## config.mk

```make
export PLATFORM = sky130hd
export DESIGN_NAME = alu_mul
export DESIGN_NICKNAME = d
export VERILOG_FILES = /design/src/rtl/pmips_pkg.sv /design/src/rtl/mul_seq.sv /design/src/rtl/alu_mul.sv
export SDC_FILE = /design/constraint.sdc
export NUM_CORES = 1
export LEC_CHECK = 0
export ABC_AREA = 1
export BUFFER_PORTS_ARGS = -buffer_cell sky130_fd_sc_hd__buf_4
export CAP_MARGIN = 20
export CORE_MARGIN = 1.5
export CORE_UTILIZATION = 47
export CTS_CLUSTER_DIAMETER = 40
export DETAILED_ROUTE_END_ITERATION = 10
export PLACE_DENSITY_LB_ADDON = 0.05
export SLEW_MARGIN = 20
export SYNTH_ARGS = -nofsm -noshare
export SYNTH_HDL_FRONTEND = slang
export SYNTH_SLANG_ARGS = --single-unit
export TNS_END_PERCENT = 10
```

## constraint.sdc

```tcl
create_clock -name clk -period 0.8 [get_ports clk]
set_input_delay 0.16 -clock clk [delete_from_list [all_inputs] [get_ports clk]]
set_output_delay 0.16 -clock clk [all_outputs]
set_load 0.01 [all_outputs]
```

## src/rtl/pmips_pkg.sv

```systemverilog
// Shared definitions for the pmips datapath: ALU opcodes, word width and the
// saturation constant for signed fractional (Q1.(n-1)) multiplication.
package pmips_pkg;

    localparam int N_DEF = 8;

    typedef enum logic [2:0] {
        OP_ADD   = 3'd0,
        OP_SUB   = 3'd1,
        OP_AND   = 3'd2,
        OP_OR    = 3'd3,
        OP_PASSB = 3'd4,
        OP_MUL   = 3'd5
    } op_t;

    // Largest positive Q1.(w-1) value, e.g. 0x7F for an 8-bit word.
    function automatic logic [63:0] q_max(input int w);
        return (64'd1 << (w - 1)) - 64'd1;
    endfunction

    localparam logic [N_DEF-1:0] Q_MAX = N_DEF'(q_max(N_DEF));

endpackage

```

## src/rtl/mul_seq.sv

```systemverilog
// Sequential signed shift-add multiplier, one multiplier bit per cycle.
// The load cycle already consumes bit 0; the sign bit is subtracted last.
module mul_seq #(
    parameter int n = 8
) (
    input  logic         clk,
    input  logic         reset,
    input  logic         load,
    input  logic [n-1:0] a,
    input  logic [n-1:0] b,
    output logic [n-1:0] product_q,
    output logic         ovf,
    output logic         done
);
    localparam int CW = $clog2(n + 1);

    logic [2*n-1:0] acc;
    logic [2*n-1:0] mcand;
    logic [n-1:0]   mplier;
    logic [CW-1:0]  cnt;
    logic [2*n-1:0] a_ext;

    assign a_ext = {{n{a[n-1]}}, a};

    always_ff @(posedge clk or posedge reset) begin
        if (reset) begin
            acc    <= '0;
            mcand  <= '0;
            mplier <= '0;
            cnt    <= '0;
        end else if (load) begin
            acc    <= b[0] ? a_ext : '0;
            mcand  <= a_ext << 1;
            mplier <= b >> 1;
            cnt    <= CW'(n - 1);
        end else if (cnt != '0) begin
            // The MSB of b carries negative weight in two's complement.
            if (mplier[0])
                acc <= (cnt == CW'(1)) ? acc - mcand : acc + mcand;
            mcand  <= mcand << 1;
            mplier <= mplier >> 1;
            cnt    <= cnt - CW'(1);
        end
    end

    // done marks the cycle whose closing edge performs the final iteration.
    assign done      = (cnt == CW'(1));
    assign product_q = acc[2*n-2:n-1];
    assign ovf       = acc[2*n-1] ^ acc[2*n-2];

endmodule

```

## src/rtl/alu_mul.sv

```systemverilog
// Small ALU with registered result/zero and one-cycle write strobe.
// MUL (Q1.(n-1), sequential) exists only when ALU_MUL_EN is defined.
//
// state  | meaning
// IDLE   | accepts start; single-cycle ops complete at the accepting edge
// MUL    | multiplier iterating, busy high
// DONE   | product ready; result, zero and w update at the next edge
module alu_mul
    import pmips_pkg::*;
#(
    parameter int n = N_DEF
) (
    input  logic         clk,
    input  logic         reset,
    input  logic         start,
    input  logic [2:0]   op,
    input  logic [n-1:0] a,
    input  logic [n-1:0] b,
    output logic [n-1:0] result,
    output logic         w,
    output logic         busy,
    output logic         zero
);
    logic [n-1:0] alu_val;
    logic         wr_en;
    logic [n-1:0] wr_val;

    always_comb begin
        alu_val = b;
        case (op_t'(op))
            OP_ADD:  alu_val = a + b;
            OP_SUB:  alu_val = a - b;
            OP_AND:  alu_val = a & b;
            OP_OR:   alu_val = a | b;
            default: alu_val = b;
        endcase
    end

`ifdef ALU_MUL_EN
    typedef enum logic [1:0] {S_IDLE, S_MUL, S_DONE} state_t;

    localparam logic [n-1:0] SAT = n'(q_max(n));

    state_t       state;
    state_t       state_nxt;
    logic         load;
    logic         mul_last;
    logic         mul_ovf;
    logic [n-1:0] mul_q;
    logic         is_mul;

    assign is_mul = (op_t'(op) == OP_MUL);

    mul_seq #(.n(n)) u_mul_seq (
        .clk       (clk),
        .reset     (reset),
        .load      (load),
        .a         (a),
        .b         (b),
        .product_q (mul_q),
        .ovf       (mul_ovf),
        .done      (mul_last)
    );

    always_ff @(posedge clk or posedge reset) begin
        if (reset) state <= S_IDLE;
        else       state <= state_nxt;
    end

    always_comb begin
        state_nxt = state;
        load      = 1'b0;
        wr_en     = 1'b0;
        wr_val    = alu_val;
        case (state)
            S_IDLE: begin
                if (start && is_mul) begin
                    load      = 1'b1;
                    state_nxt = S_MUL;
                end else if (start) begin
                    wr_en = 1'b1;
                end
            end
            S_MUL:   if (mul_last) state_nxt = S_DONE;
            S_DONE: begin
                wr_en     = 1'b1;
                // Only -1 * -1 overflows the fractional format.
                wr_val    = mul_ovf ? SAT : mul_q;
                state_nxt = S_IDLE;
            end
            default: state_nxt = S_IDLE;
        endcase
    end

    assign busy = (state != S_IDLE);
`else
    assign wr_en  = start;
    assign wr_val = alu_val;
    assign busy   = 1'b0;
`endif

    always_ff @(posedge clk or posedge reset) begin
        if (reset) begin
            result <= '0;
            zero   <= 1'b1;
            w      <= 1'b0;
        end else begin
            w <= wr_en;
            if (wr_en) begin
                result <= wr_val;
                zero   <= (wr_val == '0);
            end
        end
    end

endmodule

```

# Word level (Yosys, flattened, before mapping)
# Cells that the tools add are included.
# classes
n_addsub,2
n_mul,0
div_mod_pow,0
n_lt_le_gt_ge,0
eq_ne,3
shift,0
muxes,1
bitwise,2
n_reduce_logical,2
# ops
operator,n
8-bit one-hot mux with 4 select lines,1
8-bit adder,1
8-bit bitwise AND,1
8-bit zero test,1
8-bit OR,1
8-bit subtractor,1
"3-bit by 2-bit equality test with 1-bit output, second input constant",2
"3-bit by 1-bit equality test with 1-bit output, second input constant",1
3-bit zero test,1
# totals
ff_bits,10
latch_bits,0
mem_bits_rw,0
romBits,0
output_inout_bits,11
mem_count,0

# Longest topological paths before layout
# Gate-level depths: netlist of run 1.
# depth
ltp_word,3
mapped_depth,21

# Worst setup path before layout of run 1
# OpenSTA, ideal clock, no wires.
# synth_timing
path_type,in2reg
startpoint,in b[0]
endpoint,reg zero
setup_time_ns,0.061
arrival_ns,2.044
required_time_ns,0.739
path_slack_ns,-1.305
stages,18
n_path_buf,0
cell_sequence,inv_1 > ha_1 > inv_1 > nor3_1 > inv_1 > nand2_1 > xnor2_1 > inv_1 > ha_1 > nand2_1 > or2_2 > nand3_1 > nand2_1 > nand3_1 > nand2_1 > nor2_4 > nand3_2 > nand2_1
# synth_between
elab_chain_len,3
word_cells_on_any_way,6
classes_between,2 x add/sub; 1 x mux; 2 x bitwise; 1 x reduce/logical
# synth_rtl
item,line,source
"start, declared",alu_mul.sv:18,"input logic [n-1:0] b,"
8-bit subtractor (tied with other cells),alu_mul.sv:32,OP_SUB: alu_val = a - b;
8-bit one-hot mux with 4 select lines *,alu_mul.sv:30,case (op_t'(op))
8-bit zero test *,alu_mul.sv:111,zero <= (wr_val == '0);
"end signal, assigned",alu_mul.sv:111,
"end, declared",alu_mul.sv:22,output logic zero
# Mark *: on every way between the ends. The rest lies on a longest branch, timed or not.
# A chain may end at the register's enable or synchronous reset.

# Final worst setup path of run 1
# layout_timing
startpoint,in op[1]
endpoint,reg zero
# layout_between
elab_chain_len,3
word_cells_on_any_way,6
classes_between,3 x eq/ne; 1 x mux; 2 x reduce/logical
# layout_rtl
item,line,source
"start, declared",alu_mul.sv:16,"input logic [2:0] op,"
3-bit by 2-bit equality test with 1-bit output (tied with other cells),alu_mul.sv:30,
8-bit one-hot mux with 4 select lines *,alu_mul.sv:30,
8-bit zero test *,alu_mul.sv:111,
# Marks and branches as above.

==> results.md, run 1 <==
- Crit path setup slack, layout: -1.25 ns
- Largest stage delay on the critical path: 0.54 ns
- Total placed instance area: 1880 µm²
- Fraction of registers with async set/reset: 1.00
- Routability cong.: 0.923
- Highest ir drop seen on vdd: 1.29 mV
- Number of cells on the critical path: 16
- Count of pins on the block boundary: 33
- Detail Placement HPWL: 3150 µm
- Growth of design area from synthesis to finish: 81.9%
- Req. time, crit path: 1.02 ns
- Kind of cell adding the most delay to the critical path: simple AND/OR/NAND/NOR gates
- Area of the die: 2910 µm²
- Total DRC errors in the routed layout: 0
- Number of cells after detailed placement: 304
- Max Freq: 488 MHz
- Total global-route track usage: 0.321
- Summed negative setup slack over all endpoints: -10.95 ns
- Number of flops mapped to enable cells by yosys: 0
- Setup repair after global routing missed its margin: yes
- PD cells: 1210 nW/µm²
- Clock transition at the registers of the reported paths: 0.08 ns
- Routed vias: 1790
- Share of the clock period used by the worst path: 2.56
- Class of the worst hold path: input pin to flop
- Biggest area contributors in the synthesized netlist: sky130_fd_sc_hd__nand2_1, sky130_fd_sc_hd__dfrtp_1, sky130_fd_sc_hd__ha_1
- Number of hold-slack violations in the final timing report: 0
- Post-synth design cell area: 1220 µm²
- Clock Latency Late Sink: 0.28 ns
- Mapped Nets: 232
- CTS tree: yes
- Number of setup violations in the final report: 19
- Number of standard cells after synthesis: 199
- Post-route insts no fill: 321
- Path depth of the worst reg2reg path: 2
- Combined buffer and inverter count along the critical path: 2
- Pin count of the biggest net entering global routing: 14
- WP data arrival: 2.27 ns
- Antenna violations before repair: 0
- Total grt overflow: 0
- Static leakage: 1.20 nW
- Seq/Total Area, Yosys: 0.206
- Biggest area consumer among synthesized cells: sky130_fd_sc_hd__nand2_1
- Routed length per placed instance: 16.9 µm
- Residual antenna-violating net count after detailed routing: 0
- Cell row count: 18
- Number of library cell types mapped by synthesis: 32
- Number of nets in the layout: 325
- Root Buffer Master: sky130_fd_sc_hd__clkbuf_4
- Kind of critical path: input pin to flop
- Final critical delay including setup and external delays: 2.05 ns
- Total number of H-tree levels: 1
- Worst-path fanout max: 8
- Avg Inst Size Synth: 6.14 µm²
- Effective utilization at floorplan: 0.493
- Portion of synthesized cell area occupied by the leading cell type: 0.218
- Mean number of vias per cell: 5.58
- Violations in the final reports: setup timing
- Synthesized flop and latch total: 10
- Clock sink count: 10
- Worst Setup End Kind: flop
- Maximum count of clock buffers along a single path: 2
- Yosys Warn Count: 0
- CTS buffer count: 3
- Number of global-route vias before repair: 1577
- Area of the placeable core: 2480 µm²
- Chip height: 54.0 µm
- Number of port buffers: 31
- Ant diodes: 0
- Share of cells above drive strength 1: 0.495
- Cell with the biggest individual delay on the critical path: sky130_fd_sc_hd__fa_2
- Primary FF master, synth: sky130_fd_sc_hd__dfrtp_1
- Critical Path, Cell by Cell: buf_4 -> nor2_4 -> nand2_4 -> nand2_2 -> o21ai_2 -> fa_2 -> inv_1 -> nand2_1 -> nand2_1 -> a21oi_2 -> nand2_1 -> nor2_2 -> nand3_2 -> nor2_4 -> nand3_2 -> nand2_1
- Share of the core filled with cells in the final layout: 0.896
- Detailed Route Iter0 Violations: 81
- Wire length of the first global-routing pass: 6610 µm
- Startpoint class of the critical path: input pin
- CP most frequent cell: sky130_fd_sc_hd__nand2_1
- First drt pass iteration count: 4
- Final-layout worst hold slack: 0.140 ns
- Number of max-capacitance violations reported: 0
- Run status: finished with violations
- Hold Crit Depth: 2
- Worst-case clock skew: 0 ns
- Slew Viols, Final: 0
- DRT Wirelength: 5440 µm
- Final cell area excluding filler cells: 2220 µm²
- Horizontal die dimension: 54.0 µm
[report_power, final]
group	internal, mW	switching [mW]	total [mW]
registers	0.564	0.0454	0.610
clock network	0.277	0.215	0.492
logic	0.779	0.812	1.59
total	1.62	1.07	2.69
[cells by family after synthesis]
kind of cell / after synthesis / share of synthesized area
AND/OR/NAND/NOR: 113 / 0.404
other: 1 / 0.00307
adder cells (fa/ha/maj): 12 / 0.127
AO/OA/AOI/OAI: 23 / 0.108
buffers and inverters: 35 / 0.117
flip-flops: 10 / 0.206
XOR/XNOR: 5 / 0.0359
[final timing paths]
kind	start	to	slack, ns
worst max-delay path	op[1]	zero$_DFFE_PP1P_	-1.25
worst min register to register	result[3]$_DFFE_PP0P_	result[3]$_DFFE_PP0P_	0.52
worst min-delay path	start	result[0]$_DFFE_PP0P_	0.14
max in group asynchronous	reset	zero$_DFFE_PP1P_	0.16
min in group asynchronous	reset	result[7]$_DFFE_PP0P_	0.38
worst max register to register	zero$_DFFE_PP1P_	zero$_DFFE_PP1P_	0.01
[state kept, by name (all words and copies together), names as in the netlist]
signal,count
result,8
w,1
zero,1
[layout make-up]
cell class,instances,area [µm²]
Multi-Input combinational cell,154,1010
Timing Repair Buffer,91,746
Fill cell,104,256
Sequential cell,10,251
Inverter,32,139
Tap cell,30,37.5
Clock buffer,4,36.3
[per-stage QoR]
step	setup slack, ns	total power, mW
final	-1.25	2.69
after global routing	-1.30	2.82
after CTS	-1.02	2.43
after detailed placement	-1.45	1.81
after global placement	-1.40	1.77
after floorplan	-1.13	1.23
[synthesized netlist by cell type, types with 2 or more instances]
cell / instances
sky130_fd_sc_hd__nor2_1: 15
sky130_fd_sc_hd__a21oi_1: 6
sky130_fd_sc_hd__ha_1: 10
sky130_fd_sc_hd__nand3_1: 12
sky130_fd_sc_hd__nand2_2: 2
sky130_fd_sc_hd__nor3_1: 2
sky130_fd_sc_hd__or2_2: 3
sky130_fd_sc_hd__a31oi_1: 2
sky130_fd_sc_hd__nor2_4: 2
sky130_fd_sc_hd__xor2_1: 4
sky130_fd_sc_hd__o21ai_0: 10
sky130_fd_sc_hd__nand2_1: 71
sky130_fd_sc_hd__inv_1: 31
sky130_fd_sc_hd__dfrtp_1: 9
sky130_fd_sc_hd__nand4_1: 3
[what timing repair did]
action / in CTS / in global routing
resized for setup: 33 / 23
buffers inserted: 2 / 10
hold buffers: 1 / 0
pin swaps: 16 / 28
setup endpoints to repair: 19 / 20
hold endpoints to repair: 9 / 0
[cells in the final DEF, fill, tap and decap left out, types with 3 or more instances in the layout]
cell                       instances
sky130_fd_sc_hd__buf_4            76
sky130_fd_sc_hd__nand2_1          63
sky130_fd_sc_hd__inv_1            25
sky130_fd_sc_hd__buf_6            12
sky130_fd_sc_hd__dfrtp_1           9
sky130_fd_sc_hd__o21ai_0           8
sky130_fd_sc_hd__nand2_2           8
sky130_fd_sc_hd__nor2_1            8
sky130_fd_sc_hd__nand3_1           7
sky130_fd_sc_hd__ha_1              7
sky130_fd_sc_hd__nor2_2            5
sky130_fd_sc_hd__nand3_2           5
sky130_fd_sc_hd__nor2_4            4
sky130_fd_sc_hd__a21oi_2           4
sky130_fd_sc_hd__inv_2             3
sky130_fd_sc_hd__nand2_4           3
sky130_fd_sc_hd__nand4_1           3
sky130_fd_sc_hd__xor2_1            3
sky130_fd_sc_hd__ha_4              3
sky130_fd_sc_hd__clkbuf_4          3
[layer usage]
metal	part of all wire	GRT usage	wire length [µm]	up-vias
li1	-	-	-	812
met1	0.36	0.345	1940	836
met2	0.52	0.567	2850	107
met3	0.065	0.0861	356	35
met4	0.053	0.175	290	0
met5	0	0	0	-
Power figures use the tool's default switching activity.
==> inputs of run 2 (changes only) <==
--- a/config.mk
+++ b/config.mk
@@ -12,7 +12,7 @@
 export CORE_UTILIZATION = 47
 export CTS_CLUSTER_DIAMETER = 40
 export DETAILED_ROUTE_END_ITERATION = 10
-export PLACE_DENSITY_LB_ADDON = 0.05
+export PLACE_DENSITY = 0.86
 export SLEW_MARGIN = 20
 export SYNTH_ARGS = -nofsm -noshare
 export SYNTH_HDL_FRONTEND = slang
==> run 2 against run 1 <==
Flip-flop and latch count unchanged; hold slack improved by 0.0089 ns; sequential power about the same; combinational power about the same; the run still ends with setup timing left; maximum frequency increased by 5.5%; critical path type unchanged; critical path depth unchanged.
==> results.md, run 2 (synthesis results as in run 1) <==
- Detail Placement HPWL: 3070 µm (-2.5%)
- Area of the placeable core: 2480 µm² (unchanged)
- Kind of critical path: input pin to flop
- Highest ir drop seen on vdd: 1.14 mV (-12%)
- Wire length of the first global-routing pass: 6510 µm (-1.6%)
- PD cells: 1210 nW/µm² (about the same)
- Total grt overflow: 0 (unchanged)
- Number of nets in the layout: 317 (-2.5%)
- Flip-flop count of the largest register, all copies and words added: 8 (unchanged)
- Effective utilization at floorplan: 0.493 (unchanged)
- Mean number of vias per cell: 5.37 (-3.7%)
- Crit path setup slack, layout: -1.14 ns (+0.108 ns)
- Minimum setup slack after placement: -1.42 ns (+0.0292 ns)
- Worst Setup End Kind: flop
- Ant diodes: 0 (unchanged)
- Routability cong.: 1.00 (+8.8%)
- Number of global-route vias before repair: 1562 (-0.95%)
- Run status: finished with violations
- Slew Viols, Final: 0 (unchanged)
- First drt pass iteration count: 4 (unchanged)
- Static leakage: 1.17 nW (-2.4%)
- Total global-route track usage: 0.306 (-0.0151)
- Residual antenna-violating net count after detailed routing: 0 (unchanged)
- Clock transition at the registers of the reported paths: 0.06 ns (-0.02 ns)
- Routed length per placed instance: 14.5 µm (-14%)
- Share of cells above drive strength 1: 0.484 (-0.0107)
- Share of the clock period used by the worst path: 2.43 (-0.134)
- Share of the core filled with cells in the final layout: 0.872 (-0.0242)
- Clock Latency Late Sink: 0.26 ns (-0.02 ns)
- Area of the die: 2910 µm² (unchanged)
- Summed negative setup slack over all endpoints: -10.08 ns (+0.867 ns)
- Routed vias: 1681 (-6.1%)
- Antenna violations before repair: 0 (unchanged)
- Number of hold-slack violations in the final timing report: 0 (unchanged)
- Most common cell after layout, fill and taps aside: sky130_fd_sc_hd__buf_4
- CTS buffer count: 3 (unchanged)
- Commonest non-fill, non-tap cells in the layout: sky130_fd_sc_hd__buf_4, sky130_fd_sc_hd__nand2_1, sky130_fd_sc_hd__inv_1, sky130_fd_sc_hd__buf_6, sky130_fd_sc_hd__nand2_2
- Violations in the final reports: setup timing
- Worst-path fanout max: 8 (unchanged)
- Class of the worst hold path: input pin to flop
- Largest Register: result
- Number of max-capacitance violations reported: 0 (unchanged)
- Max Freq: 515 MHz (+5.5%)
- Final critical delay including setup and external delays: 1.94 ns (-0.108 ns)
- Clock sink count: 10 (unchanged)
- Maximum count of clock buffers along a single path: 2 (unchanged)
- Largest registers: result x8, w x1, zero x1
- Growth of design area from synthesis to finish: 76.9%
- Number of setup violations in the final report: 19 (unchanged)
- Number of port buffers: 31 (unchanged)
- Setup repair after global routing missed its margin: yes
- Fill cell total of the finished layout: 134 (+29%)
- Startpoint class of the critical path: input pin
- Cell row count: 18 (unchanged)
- Total number of H-tree levels: 1 (unchanged)
- DRT Wirelength: 4550 µm (-16%)
- Count of pins on the block boundary: 33 (unchanged)
- Chip height: 54.0 µm (unchanged)
- Pin count of the biggest net entering global routing: 14 (unchanged)
- Worst-case clock skew: 0 ns (unchanged)
- Horizontal die dimension: 54.0 µm (unchanged)
- Root Buffer Master: sky130_fd_sc_hd__clkbuf_4
- Total DRC errors in the routed layout: 0 (unchanged)
- Req. time, crit path: 1.01 ns (about the same)
- Final-layout worst hold slack: 0.149 ns (+0.00886 ns)
- Post-route total power: 2.62 mW (-2.7%)
- CTS tree: yes
- Detailed Route Iter0 Violations: 85 (+4.9%)
- WP data arrival: 2.16 ns (-0.11 ns)
==> run 2: changes by cell type in the layout (fill, tap and decap cells not counted), moves of 2 or more <==
cell                      before  now
sky130_fd_sc_hd__buf_4        76   66
sky130_fd_sc_hd__o21ai_0       8    5
sky130_fd_sc_hd__nand2_2       8   12
sky130_fd_sc_hd__nand2_1      63   60
sky130_fd_sc_hd__nor2_4        4    2
sky130_fd_sc_hd__o21ai_1       1    4
sky130_fd_sc_hd__nor2_1        8   10
sky130_fd_sc_hd__buf_6        12   14
sky130_fd_sc_hd__inv_1        25   27
==> run 2: report_power, final <==
part           leakage [nW]  switching (mW)  internal (mW)
combinational          1.04           0.779          0.785
sequential            0.119          0.0421          0.565
clock                0.0210           0.173          0.277
==> run 2: stage by stage <==
stage | cells | area (µm²)
final | 313 | 2160
after global routing | 313 | 2160
after CTS | 313 | 2080
after detailed placement | 302 | 1860
after global placement | 302 | 1860
after floorplan | 199 | 1270
==> run 2: layout make-up <==
cell class              instances  area (µm²)  area share
inverters                      32         133      0.0614
clock buffers                   4        36.3      0.0168
multi-input cells             154        1010       0.467
well taps                      30        37.5      0.0174
repair buffers                 83         693       0.321
flip-flops and latches         10         251       0.116
==> run 2: worst paths after layout <==
path                                  start                     to  slack (ns)  depth (start not counted)
max                                   op[2]       zero$_DFFE_PP1P_       -1.14                         16
min                                   start            w$_DFF_PP0_        0.15                          2
max reg2reg                zero$_DFFE_PP1P_       zero$_DFFE_PP1P_        0.06                          2
min reg2reg                zero$_DFFE_PP1P_       zero$_DFFE_PP1P_        0.49                          2
max in group asynchronous             reset       zero$_DFFE_PP1P_        0.08                          3
min in group asynchronous             reset  result[7]$_DFFE_PP0P_        0.42                          3
==> run 2: what timing repair did <==
action | CTS | global route
pin swaps | 25 | 12
hold buffers | 1 | 0
setup buffers | 6 | 0
endpoints found under the hold margin | 9 | 0
endpoints found under the setup margin | 19 | 19
resized for setup | 40 | 18
==> run 2: layer usage <==
layer	GRT usage	routed length (µm)	vias up
met4	0.154	337	0
li1	-	-	790
met5	0	0	-
met1	0.319	1570	736
met2	0.585	2290	114
met3	0.0444	356	41
==> run 2: critical path, cell delays in order <==
cell and delay, ns:
sky130_fd_sc_hd__buf_6 0.10, sky130_fd_sc_hd__nor2_4 0.12, sky130_fd_sc_hd__nand2_4 0.11, sky130_fd_sc_hd__buf_4 0.15, sky130_fd_sc_hd__o21ai_2 0.16, sky130_fd_sc_hd__inv_1 0.07
sky130_fd_sc_hd__ha_1 0.21, sky130_fd_sc_hd__a21oi_2 0.22, sky130_fd_sc_hd__nand2_2 0.12, sky130_fd_sc_hd__nor2_1 0.14, sky130_fd_sc_hd__nor2_1 0.06, sky130_fd_sc_hd__nor2_2 0.16
sky130_fd_sc_hd__nand3_2 0.13, sky130_fd_sc_hd__nor2_4 0.13, sky130_fd_sc_hd__nand3_2 0.06, sky130_fd_sc_hd__nand2_1 0.06
